==> src/rtl/adder_pkg.sv <==
// adder_pkg: shared constants and FSM states for the register-file adder operand loader
package adder_pkg;
  localparam int NIBBLES = 8;
  localparam int NIB_W = 4;
  localparam int ADDR_W = 3;
  typedef enum logic [2:0] {IDLE, WRITE, SETTLE, VERIFY, DONE} state_t;
endpackage

==> src/rtl/operand_nibble_mux.sv <==
// operand_nibble_mux: selects one nibble of the latched operand pair
module operand_nibble_mux
  import adder_pkg::*;
(
  input  logic [NIBBLES*NIB_W-1:0] op_i,
  input  logic [ADDR_W-1:0]        sel_i,
  output logic [NIB_W-1:0]         nib_o
);
  assign nib_o = op_i[sel_i*NIB_W +: NIB_W];
endmodule

==> src/rtl/adder_operand_loader.sv <==
// adder_operand_loader: writes an operand pair nibble-wise into the adder register file, captures the sum, optionally verifies
module adder_operand_loader
  import adder_pkg::*;
#(
  parameter bit VERIFY_EN = 1'b1
) (
  input  logic              clk,
  input  logic              reset,
  input  logic              start,
  input  logic [15:0]       op_a,
  input  logic [15:0]       op_b,
  output logic              RW,
  output logic [NIB_W-1:0]  data,
  output logic [ADDR_W-1:0] addr,
  input  logic [NIB_W-1:0]  read_value,
  input  logic [15:0]       add_sout,
  input  logic              add_cout,
  output logic              busy,
  output logic              done,
  output logic [16:0]       sum,
  output logic              err
);
  state_t state_q, state_d;
  logic [ADDR_W-1:0] cnt_q, cnt_d;
  logic [NIBBLES*NIB_W-1:0] op_q, op_d;
  logic [16:0] sum_q, sum_d;
  logic err_q, err_d, err_acc_q, err_acc_d;
  logic [NIB_W-1:0] nib;
  operand_nibble_mux u_mux (.op_i(op_q), .sel_i(cnt_q), .nib_o(nib));
  always_comb begin
    state_d = state_q;
    cnt_d = cnt_q;
    op_d = op_q;
    sum_d = sum_q;
    err_d = err_q;
    err_acc_d = err_acc_q;
    case (state_q)
      IDLE: if (start) begin
        op_d = {op_b, op_a};
        cnt_d = '0;
        err_acc_d = 1'b0;
        state_d = WRITE;
      end
      WRITE: begin
        cnt_d = cnt_q + 3'd1;
        state_d = (cnt_q == 3'd7) ? SETTLE : WRITE;
      end
      SETTLE: begin
        sum_d = {add_cout, add_sout};
        cnt_d = '0;
        state_d = VERIFY_EN ? VERIFY : DONE;
        err_d = VERIFY_EN ? err_q : err_acc_q;
      end
      VERIFY: begin
        cnt_d = cnt_q + 3'd1;
        err_acc_d = err_acc_q | (read_value != nib);
        state_d = (cnt_q == 3'd7) ? DONE : VERIFY;
        err_d = (cnt_q == 3'd7) ? err_acc_d : err_q;
      end
      default: state_d = IDLE;
    endcase
  end
  always_ff @(posedge clk) begin
    if (reset) begin
      state_q <= IDLE;
      cnt_q <= '0;
      op_q <= '0;
      sum_q <= '0;
      err_q <= 1'b0;
      err_acc_q <= 1'b0;
    end else begin
      state_q <= state_d;
      cnt_q <= cnt_d;
      op_q <= op_d;
      sum_q <= sum_d;
      err_q <= err_d;
      err_acc_q <= err_acc_d;
    end
  end
  // reset also masks RW so an aborted WRITE cycle never lands in the register file
  assign RW = reset | (state_q != WRITE);
  assign addr = (state_q == WRITE || state_q == VERIFY) ? cnt_q : '0;
  assign data = (state_q == WRITE) ? nib : '0;
  assign busy = state_q != IDLE;
  assign done = state_q == DONE;
  assign sum = sum_q;
  assign err = err_q;
endmodule

==> config.mk <==
export PLATFORM = sky130hd
export DESIGN_NAME = adder_operand_loader
export DESIGN_NICKNAME = d
export VERILOG_FILES = /design/src/rtl/adder_pkg.sv /design/src/rtl/operand_nibble_mux.sv /design/src/rtl/adder_operand_loader.sv
export SDC_FILE = /design/constraint.sdc
export NUM_CORES = 1
export LEC_CHECK = 0
export CAP_MARGIN = 10
export CORE_AREA = 2 2 75 77
export DETAILED_ROUTE_END_ITERATION = 8
export DIE_AREA = 0 0 77 79
export HOLD_SLACK_MARGIN = 0.15
export PLACE_DENSITY = 0.81
export SYNTH_ARGS = -nofsm -noshare
export SYNTH_HDL_FRONTEND = slang
export SYNTH_SLANG_ARGS = --single-unit
export TNS_END_PERCENT = 30
==> constraint.sdc <==
create_clock -name clk -period 5 [get_ports clk]
set_input_delay 1 -clock clk [delete_from_list [all_inputs] [get_ports clk]]
set_output_delay 1 -clock clk [all_outputs]
set_load 0.03 [all_outputs]
Word-level counts from Yosys, hierarchy flattened. Index checks and enable logic that the tools add are counted. W data, S select, Z words.

Word-level logic and storage cells: 38. Input bits: 56. Register bits: 57.

Add/sub/neg operators: 1. Shifts and indexed selects: 1. Reduce and logical (&&, ||, !) cells: 10. Bitwise gates (word level): 2. Muxes and demuxes: 10. Eq/ne operators: 8.

Operators with widths (number): $shiftx A32 B6 Y4 (1); $mux W3 (4); $pmux W3 S4 (1); $pmux W3 S3 (1); $reduce_and A2 Y1 (4); $eq A3 B2 Y1 const B (2); $eq A3 B3 Y1 const B (2); $reduce_bool A3 Y1 (2); $mux W4 (1); $ne A4 B4 Y1 (1); $add A3 B1 Y3 const B (1); $eq A3 B1 Y1 const B (1); $logic_not A3 Y1 (1); $ne A3 B1 Y1 const B (1); $mux W2 (1); $ne A2 B2 Y1 const B (1); $or A1 B1 Y1 (2); $pmux W1 S2 (1); $reduce_bool A2 Y1 (1); $reduce_or A2 Y1 (1); $logic_or A1 B1 Y1 (1); $mux W1 (1).

Logic depth before layout (Yosys ltp). Gate-level depths: netlist (run 1).

Depth in word-level cells: 4. Depth in mapped cells: 7. Mapped depth without buffers: 6.

Modules after synthesis. From an unflattened synthesis (run 1), not the netlist that was laid out.

Cell total of the unflattened synthesis: 285. Area, all modules: 2472.4 sq um.

By module, submodules not included: adder_operand_loader (cells an instance 271, instances 1, area an instance 2202.1 sq um); operand_nibble_mux (cells an instance 14, instances 1, area an instance 270.3 sq um).

Worst setup path before layout (run 1). OpenSTA, ideal clock, no wires.

Path kind: flip-flop to output port. Start point: register state_q[0]. End point: output data[2]. Slack: 2.294 ns. Data arrival time: 1.706 ns. Stages on the path, launching flop included: 5. Data required time: 4.000 ns. Path buffers: 1. Cells stage by stage: dfxtp_1 clkbuf_1 nor2b_1 nand2b_1 nor3_1.

Longest elaborated chain between the ends: 2.

Ends and longest elaborated chain: start, declared (RTL line adder_operand_loader.sv:23) `state_t state_q, state_d;`; start signal, assigned (RTL line adder_operand_loader.sv:72) `state_q <= state_d;`; $eq A3 B1 Y1 (RTL line adder_operand_loader.sv:83) `assign data = (state_q == WRITE) ? nib : '0;`; $mux W4 (RTL line adder_operand_loader.sv:83); end, declared (RTL line adder_operand_loader.sv:13) `output logic [NIB_W-1:0] data,`.

Every way passes these cells.

Final worst setup path (run 1).
Start point: register cnt_q[0]. End point: output data[0].

Longest elaborated chain between the ends: 2.

Ends and longest elaborated chain: start, declared (RTL line adder_operand_loader.sv:24) `logic [ADDR_W-1:0] cnt_q, cnt_d;`; start signal, assigned (RTL line adder_operand_loader.sv:73) `cnt_q <= cnt_d;`; $shiftx A32 B6 Y4 (RTL line operand_nibble_mux.sv:9) `assign nib_o = op_i[sel_i*NIB_W +: NIB_W];`; $mux W4 (RTL line adder_operand_loader.sv:83).

Every way passes these cells.

==> results.sh, run 1 <==
export IMPL_run_status="complete, no violations"
export IMPL_r2r_setup_slack_ns=2.58
export IMPL_hold_worst_slack_ns=0.452
export IMPL_die_footprint_sq_mm=0.00608
export IMPL_synth_yosys_warnings=0
export IMPL_max_freq_mhz=263
export IMPL_synth_seq_area_share_pct=47.1
export IMPL_first_pass_iters=4
export IMPL_timing_critical_path_arrival_ns=2.80
export IMPL_hold_path_endpoint="sum[0]$_SDFFE_PP0N_"
export IMPL_postLayoutSetupSlackWorst_ns=1.20
export IMPL_number_of_global_route_vias_before_repair=2055
export IMPL_htree_num_levels=3
export IMPL_detail_route_iter0_violations=123
export IMPL_share_of_post_route_cells_with_drive_strength_above_1_pct=6.32
export IMPL_crit_path_max_fanout=19
export IMPL_timing_final_crit_share_pct=75.9
export IMPL_r2r_cells=5
export IMPL_tritoncts_buffer_count=9
export IMPL_r2r_start="cnt_q[0]$_SDFFE_PP0P_"
export IMPL_numPlacedInstances=436
export IMPL_hp_start="sum[0]$_SDFFE_PP0N_"
export IMPL_clock_tree_from_tritoncts="done"
export IMPL_hold_viol_final=0
export IMPL_post_cts_setup_buffer_count=0
export IMPL_yosys_register_bits=57
export IMPL_min_delay_path_class="register to register"
export IMPL_rsz0062_at_grt="no"
export IMPL_postSynth_asyncResetShare_pct=0
export IMPL_layout_cells_most_common="nand2_1"
export IMPL_p_leak_nw=1.24
export IMPL_globalRouteOverflowTotal=0
export IMPL_wirelength_mm=6.14
export IMPL_finalPower_mw=1.05
export IMPL_timing_slew_headroom_pct=25.4
export IMPL_synthFlopType="dfxtp_1"
export IMPL_layout_common_cells="nand2_1, clkdlybuf4s50_1, dfxtp_1, a21oi_1, mux2i_1"
export IMPL_floorplan_initialDensity_pct=45.4
export IMPL_synth_edff_count=0
export IMPL_routed_via_count=2256
export IMPL_groute_usage_overall_pct=20.6
export IMPL_syn_area_per_cell_sq_um=8.10
export IMPL_hold_path_cell_count=2
export IMPL_io_pins=84
export IMPL_insertedDiodeCount=0
export IMPL_grt_start_max_net_pins=58
export IMPL_antenna_found_initial=0
export IMPL_synthCells=299
export IMPL_final_cell_count_no_fill=452
export IMPL_power_per_cell_area_mw_per_mm2=304
export IMPL_final_max_slew_violation_count=0
export IMPL_num_nets_final=433
export IMPL_syn_nets=357
export IMPL_synth_cell_type_count=32
export IMPL_sort_of_element_at_the_end_of_the_critical_path="primary output"
export IMPL_worst_ep_required_time_ns=4.00
export IMPL_core_region_area_sq_mm=0.00534
export IMPL_cap_viol_max_count=0
export IMPL_post_cts_resized=0
export IMPL_drtAntennaViolNets=0
export IMPL_vdd_ir_drop_max_v=0.000180
export IMPL_final_area_sq_mm=0.00347
export IMPL_clkTransAtPathRegs_ns=0.06
export IMPL_worstSetupPathType="register to primary output"
export IMPL_std_cell_rows=27
export IMPL_worst_flop_to_flop_path_endpoint="err_acc_q$_SDFFE_PP0P_"
export IMPL_cts_hold_repair_buffers=0
export IMPL_critical_path_startpoint_type="register"
export IMPL_drc=0
export IMPL_final_setup_skew_ns=0.00838
export IMPL_finalSetupViolations=0
export IMPL_detailed_route_wire_length_per_cell_microns=13.6
export IMPL_gp_congestion=0.807
export IMPL_pre_cts_slack_ns=1.55
export IMPL_routed_via_density=4.99
export IMPL_worst_skew_pair_late_latency_ns=0.33
export IMPL_place_area_sq_mm=0.00326
export IMPL_fin_util_pct=65.0
export IMPL_timing_worst_slew_pin_value_ns=1.11
export IMPL_mapped_cell_area_sq_mm=0.00242
export IMPL_chipWidth_microns=77
export IMPL_fin_crit_ns=3.80
export IMPL_die_height_microns=79
export IMPL_dp_final_hpwl_mm=4.38
export IMPL_cts_path_max_buffers=2
export IMPL_ctsRootBufferMaster="clkbuf_8"
export IMPL_port_buffer_count=83
export IMPL_area_growth_synth_to_final_pct=43.1
export IMPL_global_route_wire_length_before_repair_mm=9.83
export IMPL_cts_sinks=57
export IMPL_tns_ns=0
## flip-flops by register name, indices dropped and copies added, names as in the netlist
name	cells
err_acc_q	1
sum	17
cnt_q	3
err	1
op_q	32
state_q	3
## logic make-up after synthesis
family / share of synthesized area [%]
simple gates: 24.1
compound gates: 15.3
flops: 47.1
buf+inv: 3.72
mux: 7.95
xor+xnor: 0.723
fa+ha+maj: 1.03
## cells in the mapped netlist, drive strengths merged (2+ instances only)
library cell / instances / area [sq um]
ha: 2 / 25.0
nor2: 8 / 30.0
nand2: 100 / 375
a22o: 4 / 35.0
nor2b: 3 / 18.8
dfxtp: 57 / 1140
nor3: 8 / 45.0
mux2i: 17 / 170
or2: 3 / 18.8
clkbuf: 17 / 63.8
buf: 2 / 22.5
nand2b: 2 / 12.5
and2: 5 / 31.3
a22oi: 4 / 30.0
a21oi: 50 / 250
nor3b: 2 / 15.0
## power by group
group,internal [mW],switching [mW]
Sequential,0.471,0.0168
Clock,0.271,0.172
Combinational,0.0695,0.0546
## routing by layer
layer / share of wire, % / routed length, microns / vias to the layer above / GRT usage [%]
met5: 0 / 0 / - / 0
met2: 47 / 2890 / 75 / 32.3
met4: 1.9 / 119 / 0 / 9.11
met3: 6.2 / 378 / 12 / 5.91
li1: - / - / 1154 / -
met1: 45 / 2750 / 1015 / 26.6
## final cells by class
class	count	area, sq um
clock buffer	14	173
clock inverter	2	35.0
fill	469	1870
inverter	1	3.75
multi-input combinational	222	1190
sequential	57	1140
tap	72	90.1
timing repair buffer	84	833
## worst max path at each step
stage	slack (ns)	start	endpoint	depth (start not counted)
finish	1.20	cnt_q[0]$_SDFFE_PP0P_	data[0]	4
global route	1.07	cnt_q[0]$_SDFFE_PP0P_	data[0]	4
CTS	1.19	cnt_q[0]$_SDFFE_PP0P_	data[0]	4
detailed placement	1.55	cnt_q[0]$_SDFFE_PP0P_	data[0]	4
global placement	1.63	cnt_q[0]$_SDFFE_PP0P_	data[0]	4
floorplan	2.29	state_q[0]$_SDFFE_PP0P_	data[2]	4
## critical path, cell delays in order (launching register included)
cell             delay (ns)
dfxtp_1                0.97
mux2i_1                0.19
mux4_2                 0.53
nor2_1                 0.11
clkdlybuf4s50_1        0.67
Power figures use the tool's default switching activity.
==> run 2, diff against run 1 <==
--- a/config.mk
+++ b/config.mk
@@ -6,11 +6,11 @@
 export NUM_CORES = 1
 export LEC_CHECK = 0
 export CAP_MARGIN = 10
-export CORE_AREA = 2 2 75 77
+export CORE_AREA = 2 2 81 83
 export DETAILED_ROUTE_END_ITERATION = 8
-export DIE_AREA = 0 0 77 79
+export DIE_AREA = 0 0 83 85
 export HOLD_SLACK_MARGIN = 0.15
-export PLACE_DENSITY = 0.81
+export PLACE_DENSITY = 0.74
 export SYNTH_ARGS = -nofsm -noshare
 export SYNTH_HDL_FRONTEND = slang
 export SYNTH_SLANG_ARGS = --single-unit
==> constraint.sdc (replaced) <==
create_clock -name clk -period 3.11 [get_ports clk]
set_input_delay 0.622 -clock clk [delete_from_list [all_inputs] [get_ports clk]]
set_output_delay 0.622 -clock clk [all_outputs]
set_load 0.03 [all_outputs]
==> run 2 against run 1 <==
  * Critical endpoint is now data[1]
  * Total power rose by 74%
  * Critical path type unchanged
  * Global-route usage down 3.0 points
  * Non-clock buffer count up 5
  * Register-to-register slack got worse by 1.3 ns
  * First-iteration DRC count fell by 14%
  * Highest routed layer unchanged
  * Combinational power is 68% higher
  * Utilization shrank 7.8 points
==> results.sh, run 2 (same netlist as run 1, synthesis figures left out) <==
export IMPL_finalSetupViolations=0
export IMPL_cap_viol_max_count=0
export IMPL_power_switching_mw=0.408
export IMPL_sort_of_element_at_the_end_of_the_critical_path="primary output"
export IMPL_number_of_global_route_vias_before_repair=2099
export IMPL_layout_common_cells="nand2_1, clkdlybuf4s50_1, dfxtp_1, a21oi_1, mux2i_1"
export IMPL_first_pass_iters=4
export IMPL_r2r_start="cnt_q[0]$_SDFFE_PP0P_"
export IMPL_worst_skew_pair_late_latency_ns=0.33
export IMPL_max_freq_mhz=340
export IMPL_worstPathBufferInverterCount=2
export IMPL_vdd_ir_drop_max_v=0.000272
export IMPL_std_cell_rows=29
export IMPL_routed_via_count=2267
export IMPL_io_pins=84
export IMPL_ctsRootBufferMaster="clkbuf_8"
export IMPL_power_share_combinational_pct=11.4
export IMPL_wirelength_mm=6.06
export IMPL_hold_viol_final=0
export IMPL_final_setup_skew_ns=0.00694
export IMPL_cts_hold_repair_buffers=0
export IMPL_die_footprint_sq_mm=0.00706
export IMPL_post_cts_resized=1
export IMPL_die_height_microns=85
export IMPL_cpPeakStageDelay_ns=0.66
export IMPL_cts_sinks=57
export IMPL_final_max_slew_violation_count=0
export IMPL_worst_path_max_delay_cell="clkdlybuf4s50_1"
export IMPL_critical_path_cell_chain="buf_4, mux2i_1, a22oi_1, and3b_1, clkdlybuf4s50_1"
export IMPL_clkTransAtPathRegs_ns=0.06
export IMPL_port_buffer_count=83
export IMPL_worstSetupPathType="register to primary output"
export IMPL_p_clk_share_pct=46.2
export IMPL_detailed_route_wire_length_per_cell_microns=13.1
export IMPL_tns_ns=0
export IMPL_power_per_cell_area_mw_per_mm2=517
export IMPL_internal_power_mw=1.43
export IMPL_family_of_cells_with_the_greatest_summed_delay_on_the_critical_path="buffers and inverters"
export IMPL_post_cts_setup_buffer_count=0
export IMPL_min_delay_path_class="register to register"
export IMPL_rsz0062_at_grt="no"
export IMPL_globalRouteOverflowTotal=0
export IMPL_floorplan_initialDensity_pct=39.0
export IMPL_fin_crit_ns=2.95
export IMPL_antenna_found_initial=0
export IMPL_chipWidth_microns=83
export IMPL_power_frac_seq_pct=42.5
export IMPL_drc=0
export IMPL_timing_final_crit_share_pct=94.7
export IMPL_tritoncts_buffer_count=9
export IMPL_detail_route_iter0_violations=106
export IMPL_largest_register="op_q"
export IMPL_htree_num_levels=3
export IMPL_hold_worst_slack_ns=0.454
export IMPL_num_nets_final=438
export IMPL_global_route_wire_length_before_repair_mm=10.0
export IMPL_groute_usage_overall_pct=17.6
export IMPL_p_leak_nw=1.28
export IMPL_clock_tree_from_tritoncts="done"
export IMPL_grt_start_max_net_pins=58
export IMPL_layout_cells_most_common="nand2_1"
export IMPL_critical_path_startpoint_type="register"
export IMPL_run_status="complete, no violations"
export IMPL_core_region_area_sq_mm=0.00620
export IMPL_worstSetupStartpoint="cnt_q[0]$_SDFFE_PP0P_"
export IMPL_drtAntennaViolNets=0
export IMPL_crit_path_max_fanout=11
export IMPL_gp_congestion=0.876
export IMPL_insertedDiodeCount=0
export IMPL_routed_via_density=4.91
export IMPL_power_switching_fraction_pct=22.2
export IMPL_dp_final_hpwl_mm=4.46
export IMPL_largest_register_ff_count=32
export IMPL_share_of_post_route_cells_with_drive_strength_above_1_pct=8.05
export IMPL_timing_worst_slew_pin_value_ns=1.05
export IMPL_hp_start="sum[8]$_SDFFE_PP0N_"
export IMPL_area_growth_synth_to_final_pct=46.5
export IMPL_timing_critical_path_arrival_ns=2.32
export IMPL_cts_path_max_buffers=2
export IMPL_timing_slew_headroom_pct=29.7
export IMPL_worst_ep_required_time_ns=2.49
[run 2: cell count changes in the layout (fill, tap and decap cells not counted), sizes merged]
cell,change
buf,+5
bufinv,+2
clkbuf,-3
clkinvlp,+1
[run 2: area by class of cell]
type                    count  area, sq um
clock buffers              11          141
clock inverters             5          103
fillers                   571         2660
inverters                   1         3.75
multi-input cells         222         1190
flip-flops and latches     57         1140
well taps                  77         96.3
repair buffers             89          871
[run 2: routing by layer]
metal  part of all wire (%)  wire length [microns]  global-route usage (%)
met2                     46                   2800                    26.5
met3                    3.3                    202                    3.99
met4                    1.2                     70                    7.15
met1                     49                   2990                    24.6
met5                      0                      0                       0
[run 2: path summary, 6_finish.rpt]
kind / cells past startpoint / to / slack [ns]
setup / recovery: 5 / data[1] / 0.16
hold / removal: 2 / sum[8]$_SDFFE_PP0N_ / 0.45
setup reg to reg: 6 / err_acc_q$_SDFFE_PP0P_ / 1.24
hold reg to reg: 2 / sum[8]$_SDFFE_PP0N_ / 0.45
[run 2: stage by stage]
stage                     instance area [sq um]  power [mW]  util, %  worst slack [ns]  std cells
after floorplan                            2420       0.897        -             0.782        299
after global placement                     3300        1.00     53.2             0.396        446
after detailed placement                   3300        1.00     53.2             0.352        446
after CTS                                  3550        1.85     57.2             0.168        462
after global routing                       3550        1.91     57.2            0.0723        462
final                                      3550        1.83     57.2             0.165        462
[run 2: worst register-to-register path: stages, from the launching register on]
cell	delay, ns
dfxtp_2	0.49
buf_4	0.22
mux2i_1	0.22
a22oi_1	0.13
a21o_1	0.21
a211oi_1	0.35
a2111oi_2	0.12
[run 2: power by group through the flow]
stage                     logic (mW)  clock network (mW)  registers [mW]
after floorplan                0.115                   0           0.782
after global placement         0.205                   0           0.795
after detailed placement       0.209                   0           0.794
after CTS                      0.210               0.866           0.778
after global routing           0.227               0.906           0.781
final                          0.208               0.846           0.778
